**src/rtl/rv_pkg.sv**
```systemverilog
// Shared RISC-V datapath constants and the write-back payload type.
// Used by the load-result FIFO and the register-file write-port controller.
package rv_pkg;

    localparam int XLEN     = 32;
    localparam int REG_AW   = 5;
    localparam int NUM_REGS = 1 << REG_AW;

    localparam logic [2:0] F3_LB  = 3'b000;
    localparam logic [2:0] F3_LH  = 3'b001;
    localparam logic [2:0] F3_LW  = 3'b010;
    localparam logic [2:0] F3_LBU = 3'b100;
    localparam logic [2:0] F3_LHU = 3'b101;

    typedef struct packed {
        logic [REG_AW-1:0] rd;
        logic [XLEN-1:0]   data;
    } wb_entry_t;

endpackage

```
**src/rtl/rf_writeback_ctrl_if.sv**
```systemverilog
// Load-response channel from the LSU into the write-back controller.
// The LSU drives the master side; the write-back controller is the slave.
interface rf_writeback_ctrl_if;
    import rv_pkg::*;

    logic              lsu_valid;
    logic              lsu_ready;
    logic [REG_AW-1:0] lsu_rd;
    logic [XLEN-1:0]   lsu_rdata;
    logic [2:0]        lsu_funct3;
    logic [1:0]        lsu_addr_lo;

    modport master (
        output lsu_valid,
        output lsu_rd,
        output lsu_rdata,
        output lsu_funct3,
        output lsu_addr_lo,
        input  lsu_ready
    );

    modport slave (
        input  lsu_valid,
        input  lsu_rd,
        input  lsu_rdata,
        input  lsu_funct3,
        input  lsu_addr_lo,
        output lsu_ready
    );

endinterface

```
**src/rtl/wb_fifo.sv**
```systemverilog
// Synchronous FIFO holding extended load results until the write port is free.
// DEPTH must be a power of two so the pointers wrap naturally.
module wb_fifo
    import rv_pkg::*;
#(
    parameter int DEPTH = 2
) (
    input  logic      clk,
    input  logic      rst_i,
    input  logic      push,
    input  logic      pop,
    input  wb_entry_t din,
    output wb_entry_t dout,
    output logic      full,
    output logic      empty
);

    localparam int PW = $clog2(DEPTH);
    localparam int CW = PW + 1;

    wb_entry_t      mem [DEPTH];
    logic [PW-1:0]  wr_ptr;
    logic [PW-1:0]  rd_ptr;
    logic [CW-1:0]  count;
    logic           do_push;
    logic           do_pop;

    assign do_push = push && !full;
    assign do_pop  = pop && !empty;
    assign full    = (count == CW'(DEPTH));
    assign empty   = (count == '0);
    assign dout    = mem[rd_ptr];

    always_ff @(posedge clk) begin
        if (do_push) begin
            mem[wr_ptr] <= din;
        end
    end

    always_ff @(posedge clk) begin
        if (rst_i) begin
            wr_ptr <= '0;
            rd_ptr <= '0;
            count  <= '0;
        end else begin
            if (do_push) begin
                wr_ptr <= wr_ptr + PW'(1);
            end
            if (do_pop) begin
                rd_ptr <= rd_ptr + PW'(1);
            end
            case ({do_push, do_pop})
                2'b10:   count <= count + CW'(1);
                2'b01:   count <= count - CW'(1);
                default: count <= count;
            endcase
        end
    end

endmodule

```
**src/rtl/rf_writeback_ctrl.sv**
```systemverilog
// Register-file write-port master: merges single-cycle ALU results with buffered,
// extended load responses and tracks pending loads for decode hazard detection.
module rf_writeback_ctrl
    import rv_pkg::*;
#(
    parameter int LQ_DEPTH   = 2,
    parameter int STARVE_MAX = 4
) (
    input  logic              clk,
    input  logic              rst_i,
    input  logic              alu_valid_i,
    input  logic [REG_AW-1:0] alu_rd_i,
    input  logic [XLEN-1:0]   alu_data_i,
    rf_writeback_ctrl_if.slave lsu,
    input  logic              ld_issue_i,
    input  logic [REG_AW-1:0] ld_issue_rd_i,
    input  logic [REG_AW-1:0] q_rs1_i,
    input  logic [REG_AW-1:0] q_rs2_i,
    input  logic [REG_AW-1:0] q_rd_i,
    output logic              hazard_o,
    output logic              alu_stall_o,
    output logic              rf_we_o,
    output logic [REG_AW-1:0] rf_waddr_o,
    output logic [XLEN-1:0]   rf_wdata_o
);

    localparam int SCW = $clog2(STARVE_MAX) + 1;
    localparam logic [SCW-1:0] STARVE_LIMIT = SCW'(STARVE_MAX - 1);

    // Memory words arrive aligned; pick the addressed byte/half and widen it.
    function automatic logic [XLEN-1:0] load_extend(
        input logic [2:0]      funct3,
        input logic [1:0]      addr_lo,
        input logic [XLEN-1:0] word
    );
        logic [7:0]  b;
        logic [15:0] h;
        b = word[8*addr_lo +: 8];
        h = word[16*addr_lo[1] +: 16];
        case (funct3)
            F3_LB:   load_extend = {{(XLEN-8){b[7]}}, b};
            F3_LH:   load_extend = {{(XLEN-16){h[15]}}, h};
            F3_LBU:  load_extend = {{(XLEN-8){1'b0}}, b};
            F3_LHU:  load_extend = {{(XLEN-16){1'b0}}, h};
            default: load_extend = word;
        endcase
    endfunction

    wb_entry_t           enq_entry;
    wb_entry_t           head;
    logic                fifo_full;
    logic                fifo_empty;
    logic                push;
    logic                pop;
    logic                starving;
    logic [SCW-1:0]      starve_cnt;
    logic [NUM_REGS-1:0] pending;

    assign lsu.lsu_ready = !fifo_full;
    assign push          = lsu.lsu_valid && !fifo_full;
    assign pop           = !alu_valid_i && !fifo_empty;
    assign starving      = alu_valid_i && !fifo_empty;

    always_comb begin
        enq_entry      = '0;
        enq_entry.rd   = lsu.lsu_rd;
        enq_entry.data = load_extend(lsu.lsu_funct3, lsu.lsu_addr_lo, lsu.lsu_rdata);
    end

    wb_fifo #(
        .DEPTH (LQ_DEPTH)
    ) u_fifo (
        .clk   (clk),
        .rst_i (rst_i),
        .push  (push),
        .pop   (pop),
        .din   (enq_entry),
        .dout  (head),
        .full  (fifo_full),
        .empty (fifo_empty)
    );

    // ALU has priority; a buffered load only takes the port on an ALU-free cycle.
    always_ff @(posedge clk) begin
        if (rst_i) begin
            rf_we_o    <= 1'b0;
            rf_waddr_o <= '0;
            rf_wdata_o <= '0;
        end else if (alu_valid_i) begin
            rf_we_o    <= (alu_rd_i != '0);
            rf_waddr_o <= alu_rd_i;
            rf_wdata_o <= alu_data_i;
        end else if (pop) begin
            rf_we_o    <= (head.rd != '0);
            rf_waddr_o <= head.rd;
            rf_wdata_o <= head.data;
        end else begin
            rf_we_o    <= 1'b0;
        end
    end

    // Bit 0 is never set, so x0 can never raise a hazard.
    always_ff @(posedge clk) begin
        if (rst_i) begin
            pending <= '0;
        end else begin
            if (pop && head.rd != '0) begin
                pending[head.rd] <= 1'b0;
            end
            if (ld_issue_i && ld_issue_rd_i != '0) begin
                pending[ld_issue_rd_i] <= 1'b1;
            end
        end
    end

    assign hazard_o = pending[q_rs1_i] | pending[q_rs2_i] | pending[q_rd_i];

    always_ff @(posedge clk) begin
        if (rst_i) begin
            starve_cnt  <= '0;
            alu_stall_o <= 1'b0;
        end else begin
            if (!starving) begin
                starve_cnt <= '0;
            end else if (starve_cnt < STARVE_LIMIT) begin
                starve_cnt <= starve_cnt + SCW'(1);
            end
            alu_stall_o <= starving && (starve_cnt >= STARVE_LIMIT);
        end
    end

endmodule
```
**src/flat_wrapper.sv**
```systemverilog
// flat-port wrapper written by rule: the top's interface ports become plain ports
module rf_writeback_ctrl_flat import rv_pkg::*;
#(
    parameter int LQ_DEPTH   = 2,
    parameter int STARVE_MAX = 4
)
  (clk, rst_i, alu_valid_i, alu_rd_i, alu_data_i, ld_issue_i, ld_issue_rd_i, q_rs1_i, q_rs2_i, q_rd_i, hazard_o, alu_stall_o, rf_we_o, rf_waddr_o, rf_wdata_o, lsu_lsu_valid, lsu_lsu_rd, lsu_lsu_rdata, lsu_lsu_funct3, lsu_lsu_addr_lo, lsu_lsu_ready);
  rf_writeback_ctrl_if lsu_i ();
  input  logic clk;
  input  logic rst_i;
  input  logic alu_valid_i;
  input  logic [REG_AW-1:0] alu_rd_i;
  input  logic [XLEN-1:0] alu_data_i;
  input  logic ld_issue_i;
  input  logic [REG_AW-1:0] ld_issue_rd_i;
  input  logic [REG_AW-1:0] q_rs1_i;
  input  logic [REG_AW-1:0] q_rs2_i;
  input  logic [REG_AW-1:0] q_rd_i;
  output logic hazard_o;
  output logic alu_stall_o;
  output logic rf_we_o;
  output logic [REG_AW-1:0] rf_waddr_o;
  output logic [XLEN-1:0] rf_wdata_o;
  input wire logic [$bits(lsu_i.lsu_valid)-1:0] lsu_lsu_valid;
  input wire logic [$bits(lsu_i.lsu_rd)-1:0] lsu_lsu_rd;
  input wire logic [$bits(lsu_i.lsu_rdata)-1:0] lsu_lsu_rdata;
  input wire logic [$bits(lsu_i.lsu_funct3)-1:0] lsu_lsu_funct3;
  input wire logic [$bits(lsu_i.lsu_addr_lo)-1:0] lsu_lsu_addr_lo;
  output wire logic [$bits(lsu_i.lsu_ready)-1:0] lsu_lsu_ready;
  assign lsu_i.lsu_valid = lsu_lsu_valid;
  assign lsu_i.lsu_rd = lsu_lsu_rd;
  assign lsu_i.lsu_rdata = lsu_lsu_rdata;
  assign lsu_i.lsu_funct3 = lsu_lsu_funct3;
  assign lsu_i.lsu_addr_lo = lsu_lsu_addr_lo;
  assign lsu_lsu_ready = lsu_i.lsu_ready;
  rf_writeback_ctrl #(.LQ_DEPTH(LQ_DEPTH), .STARVE_MAX(STARVE_MAX)) u_core (.clk(clk), .rst_i(rst_i), .alu_valid_i(alu_valid_i), .alu_rd_i(alu_rd_i), .alu_data_i(alu_data_i), .lsu(lsu_i), .ld_issue_i(ld_issue_i), .ld_issue_rd_i(ld_issue_rd_i), .q_rs1_i(q_rs1_i), .q_rs2_i(q_rs2_i), .q_rd_i(q_rd_i), .hazard_o(hazard_o), .alu_stall_o(alu_stall_o), .rf_we_o(rf_we_o), .rf_waddr_o(rf_waddr_o), .rf_wdata_o(rf_wdata_o));
endmodule
```
**config.mk**
```make
export PLATFORM = sky130hd
export DESIGN_NAME = rf_writeback_ctrl_flat
export DESIGN_NICKNAME = d
export VERILOG_FILES = /design/src/rtl/rv_pkg.sv /design/src/rtl/rf_writeback_ctrl_if.sv /design/src/rtl/wb_fifo.sv /design/src/rtl/rf_writeback_ctrl.sv /design/src/flat_wrapper.sv
export SDC_FILE = /design/constraint.sdc
export NUM_CORES = 1
export LEC_CHECK = 0
export ABC_AREA = 1
export CORE_AREA = 2 2 133 135
export DETAILED_ROUTE_END_ITERATION = 12
export DIE_AREA = 0 0 135 137
export DONT_BUFFER_PORTS = 1
export GPL_TIMING_DRIVEN = 1
export PLACE_DENSITY_LB_ADDON = 0.05
export SLEW_MARGIN = 5
export SYNTH_ARGS = -nofsm -noshare
export SYNTH_HDL_FRONTEND = slang
export SYNTH_SLANG_ARGS = --single-unit
```
**constraint.sdc**
```tcl
create_clock -name clk -period 3.2 [get_ports clk]
set_input_delay 0.64 -clock clk [delete_from_list [all_inputs] [get_ports clk]]
set_output_delay 0.64 -clock clk [all_outputs]
set_load 0.005 [all_outputs]
```
### Word-level counts from Yosys, hierarchy flattened

Memories as Yosys holds them, arrays and structs flattened. A register that Yosys moved wholly into a read port is not among the register bits.
Cells that the tools add are included.

* register bits after elaboration: 78
* bits in latches: 0
* memory bits (writable): 74
* memory bits (read-only): 0
* bits of input ports: 104
* memories: 1

Memory list
* u_core.u_fifo.mem: words 2, width 37, rd ports 1, clocked after memory_dff 1, write ports 1, RTL line wb_fifo.sv:21 `wb_entry_t mem [DEPTH];`

* add/subtract/negate cells: 5
* multiply operators: 0
* div/mod/pow operators: 0
* magnitude comparators: 9
* equal/unequal tests: 6
* shift operators: 2
* multiplexer cells: 25
* bitwise gates (word level): 6
* reductions and logical operators: 21

Operators by type and width (number)
* 32-bit two-way mux: 5
* 32-bit case mux with 4 select lines: 1
* 32-bit AND: 1
* 32-bit NOT: 1
* 32-bit bitwise OR: 1
* 32-bit by 6-bit variable part select with 16-bit output: 1
* 32-bit by 6-bit variable part select with 8-bit output: 1
* 5-bit by 6-bit less-than comparator with 1-bit output (second input constant): 5
* 1-bit binary-select mux with 5-bit select: 3
* 5-bit nonzero test: 3
* 1-bit two-way mux: 11
* 1-bit demux with 5-bit select: 2
* 5-bit by 1-bit greater-or-equal comparator with 1-bit output (second input constant): 2
* 1-bit logical AND: 10
* 5-bit two-way mux: 2
* 3-bit equality test (second input constant): 2
* 2-bit equality test (second input constant): 2
* 2-bit case mux with 2 select lines: 1
* 2-bit nonzero test: 2
* 3-bit by 1-bit adder with 3-bit output (second input constant): 1
* 3-bit by 1-bit equality test with 1-bit output (second input constant): 1
* 3-bit by 2-bit greater-or-equal comparator with 1-bit output (second input constant): 1
* 1-bit logical NOT: 3
* 3-bit logical NOT: 1
* 9 further kinds: 11

### Depth between registers and ports, before layout

* word-level depth: 10
* gate-level depth with buffers: 11
* gate-level depth less buffers: 9

### Hierarchy

Synthesis repeated with hierarchy kept, for this count alone.

* cells, all modules: 1028
* area, all modules: 8112.8 µm²

Modules (own cells, without submodules)
* rf_writeback_ctrl: times used 1, cells each 873, area each 5044.8 µm²
* wb_fifo: times used 1, cells each 155, area each 3067.9 µm²

### Least setup slack after synthesis

OpenSTA, ideal clock, no wires.

* kind: in2reg
* from: input port lsu_lsu_valid
* to: memory u_core.u_fifo.mem[1][0] in the netlist's numbering, enable pin
* arrival time: 2316 ps
* required time: 2767 ps
* slack: 451 ps
* cell stages on the path: 2
* buffers on the path: 0
* path through: nand2_1 > nor2_1

* longest elaborated chain between the ends: 4

RTL lines
* start, declared: RTL line flat_wrapper.sv:24 `input wire logic [$bits(lsu_i.lsu_valid)-1:0] lsu_lsu_valid;`
* 1-bit logical AND: RTL line rf_writeback_ctrl.sv:60 `assign push = lsu.lsu_valid && !fifo_full;`
* 1-bit logical AND: RTL line wb_fifo.sv:28 `assign do_push = push && !full;`
* 1-bit two-way mux: RTL line wb_fifo.sv:35 `if (do_push) begin`
* 1-bit two-way mux (not written as such): RTL line wb_fifo.sv:36 `mem[wr_ptr] <= din;`
* end, declared: RTL line wb_fifo.sv:21

No other way between the ends.

### Final worst setup path

* from: input port q_rs1_i[0]
* to: output port hazard_o

* longest elaborated chain between the ends: 4

RTL lines
* start, declared: RTL line flat_wrapper.sv:16 `input logic [REG_AW-1:0] q_rs1_i;`
* 1-bit binary-select mux with 5-bit select: RTL line rf_writeback_ctrl.sv:116 `assign hazard_o = pending[q_rs1_i] | pending[q_rs2_i] | pending[q_rd_i];`
* 1-bit two-way mux (not written as such): RTL line rf_writeback_ctrl.sv:116
* 1-bit bitwise OR (2 in series): RTL line rf_writeback_ctrl.sv:116
* end, declared: RTL line flat_wrapper.sv:19 `output logic hazard_o;`

No other way between the ends. The select of a mux whose other input is x is not followed.

==> results_dict.tcl <==
set metrics [dict create \
    rsz0062_at_grt "no" \
    first_pass_iters 6 \
    die_y_um 137 \
    drt_iter0_drc 576 \
    final_design_area_no_fill_mm2 0.00829 \
    dp_slack_ns 0.748 \
    busiest_layer "met2" \
    syn_inst 972 \
    ys_top_cells_by_area "edfxtp_1, dfxtp_1, nand2_1" \
    io_pins 145 \
    yosysWarnings 0 \
    dieArea_mm2 0.0185 \
    cts_hold_buf 0 \
    synth-seq-cells 153 \
    fin_util_pct 48.6 \
    grt_max_degree 48 \
    clk_path_buf_depth 2 \
    worst-path-max-fanout 17 \
    antenna_cells 0 \
    setup_viol 0 \
    cts_root_buffer "clkbuf_16" \
    cts_buffers 17 \
    outcome "finished, final reports clean" \
    clk_pin_slew_ns 0.06 \
    finalSetupTns_ns 0 \
    synth_xor_area_share_pct 0 \
    syn_area_per_cell_um2 7.77 \
    ir_drop_uv 410 \
    hold_viol 0 \
    synth.most_common_cell "nand2_1" \
    place_congestion 0.881 \
    place_area_mm2 0.00767 \
    clock_sinks 153 \
    drive_gt1_share_pct 7.38 \
    use_met3_pct 6.37 \
    relSlewSlack_pct 37.8 \
    synth_area_leader_cell "edfxtp_1" \
    startpoint "q_rs1_i[0]" \
    worstMarginPinSlew_ns 0.933 \
    port_buffers 0 \
    synth_fa_ha_area_share_pct 0.497 \
    synth_compound_area_share_pct 16.8 \
    num_rows 48 \
    synth_simple_gate_area_share_pct 25.7 \
    ant_nets 0 \
    power.density_mw_per_mm2 649 \
    r2r_start "u_core.u_fifo.count[0]" \
    grt_antenna_before_repair 0 \
    grt_use_total_pct 24.1 \
    max-cap-violations 0 \
    viasPerCell 5.56 \
    synthMuxAreaShare_pct 0 \
    holdCritStartpoint "rst_i" \
    end_kind "output pin" \
    grt.overflow.total 0 \
    wl_per_cell_um 18.6 \
    synth_cell_types 29 \
    cp-start-kind "input port" \
    clock_latency_ns 0.42 \
    max_freq_mhz 433 \
    grt_pass1_wl_um 33700 \
    fin_nets 1056 \
    yosys-top-cells-count "nand2_1, a21oi_1, nor2_1, o21ai_0" \
    num_vias 6602 \
    hpwlAfterDp_um 16000 \
    layout_setup_ws_ns 0.892 \
    drt_wl_total_um 22000 \
    die_w_um 135 \
    p_leak_uw 0.00331 \
    drcViolationCount 0 \
    core-area_mm2 0.0171 \
    met1_usage_pct 28.3 \
    cts_tree "yes" \
    ctsHtreeMaxLevel 4 \
    gr-usage-met2_pct 43.2 \
    synth_fp_nets 1079 \
    ys_seq_area_share_pct 50.3 \
    hold_path_class "input port to register" \
    grt_pass1_vias 6403 \
    ys.flop_type "dfxtp_1" \
    synth_area_mm2 0.00755 \
    clock_skew_ns 0.00846 \
    synthArstFlopShare_pct 0 \
    cts_setup_buffers 0 \
    maxSlewViolCount 0 \
    critPathRequiredTime_ns 2.56 \
    fin_crit_sh_pct 72.1 \
    critPathArrivalTime_ns 1.67 \
    area_growth_pct 9.74 \
    synthDominantCellAreaShare_pct 29.4 \
    synth_edf_count 74 \
    post_cts_resized 0 \
    start_util_pct 44.3 \
    final.min_clock_period_ns 2.31 \
    crit_type "input port to output pin" \
    synth_top_family_by_area "simple AND/OR/NAND/NOR gates" \
]
## cell usage in the layout (no fill, tap or decap), drive strengths merged, types with 16 or more instances in the layout
cell type,instances
nand2,273
o21ai,92
nor2,91
a21oi,87
inv,85
nand3,79
dfxtp,79
edfxtp,74
o211ai,17
clkbuf,17
or2,16
## layer usage
metal,routed length (um),vias up,part of all wire (%)
li1,-,3232,-
met1,8850,3120,40
met2,11300,222,51
met3,1520,28,6.9
met4,376,0,1.7
met5,0,-,0
## final cells by class
class,count,area (um2)
multi-input combinational,693,3260
tap,225,282
clock buffer,17,425
sequential,153,3800
inverter,80,300
timing repair buffer,4,30.0
clock inverter,15,191
fill,1704,8770
## power by group
group | switching, uW | total [uW] | internal [uW]
clock | 830 | 2080 | 1250
sequential | 127 | 2420 | 2300
combinational | 624 | 885 | 261
## logic make-up (layout without fill, tap and decap cells)
family / after synthesis / in the layout
AOI/OAI and AO/OA: 224 / 224
and+or+nand+nor: 466 / 466
adders and majority gates: 3 / 3
buffers and inverters: 126 / 116
DFF: 153 / 153
## sequential cells by signal, summed over array words and instances, names as in the netlist, named ones only
| register | flops |
|---|---|
| u_core.u_fifo.wr_ptr | 1 |
| u_core.u_fifo.count | 2 |
| u_core.pending | 32 |
| u_core.starve_cnt | 3 |
| u_core.rf_we_o | 1 |
| u_core.rf_wdata_o | 32 |
| u_core.u_fifo.rd_ptr | 1 |
| u_core.rf_waddr_o | 5 |
| u_core.u_fifo.mem | 74 |
| u_core.alu_stall_o | 1 |
## metrics by stage
stage | hold slack [ns] | total power, uW | cells
floorplan | 0.426 | 3120 | 972
global placement | 0.436 | 3330 | 1155
detailed placement | 0.447 | 3360 | 1155
CTS | 0.268 | 5430 | 1187
global route | 0.282 | 5630 | 1187
finish | 0.299 | 5380 | 1187
## worst paths after layout
check                                              to  slack, ns  depth (start not counted)
worst max-delay path                         hazard_o       0.89                          9
worst min-delay path            u_core.rf_wdata_o[22]       0.30                          1
worst max register to register  u_core.rf_wdata_o[19]       1.24                          7
worst min register to register      u_core.pending[0]       0.46                          2
## critical path, stage by stage
cell and delay (ns):
inv_1 0.34, nand2_1 0.10, nand3_1 0.09, nand3_1 0.10, nand2_1 0.11, nand2_1 0.06
nand3b_1 0.07, nand2_1 0.05, nand3_1 0.10
(Power assumes the default switching activity.)
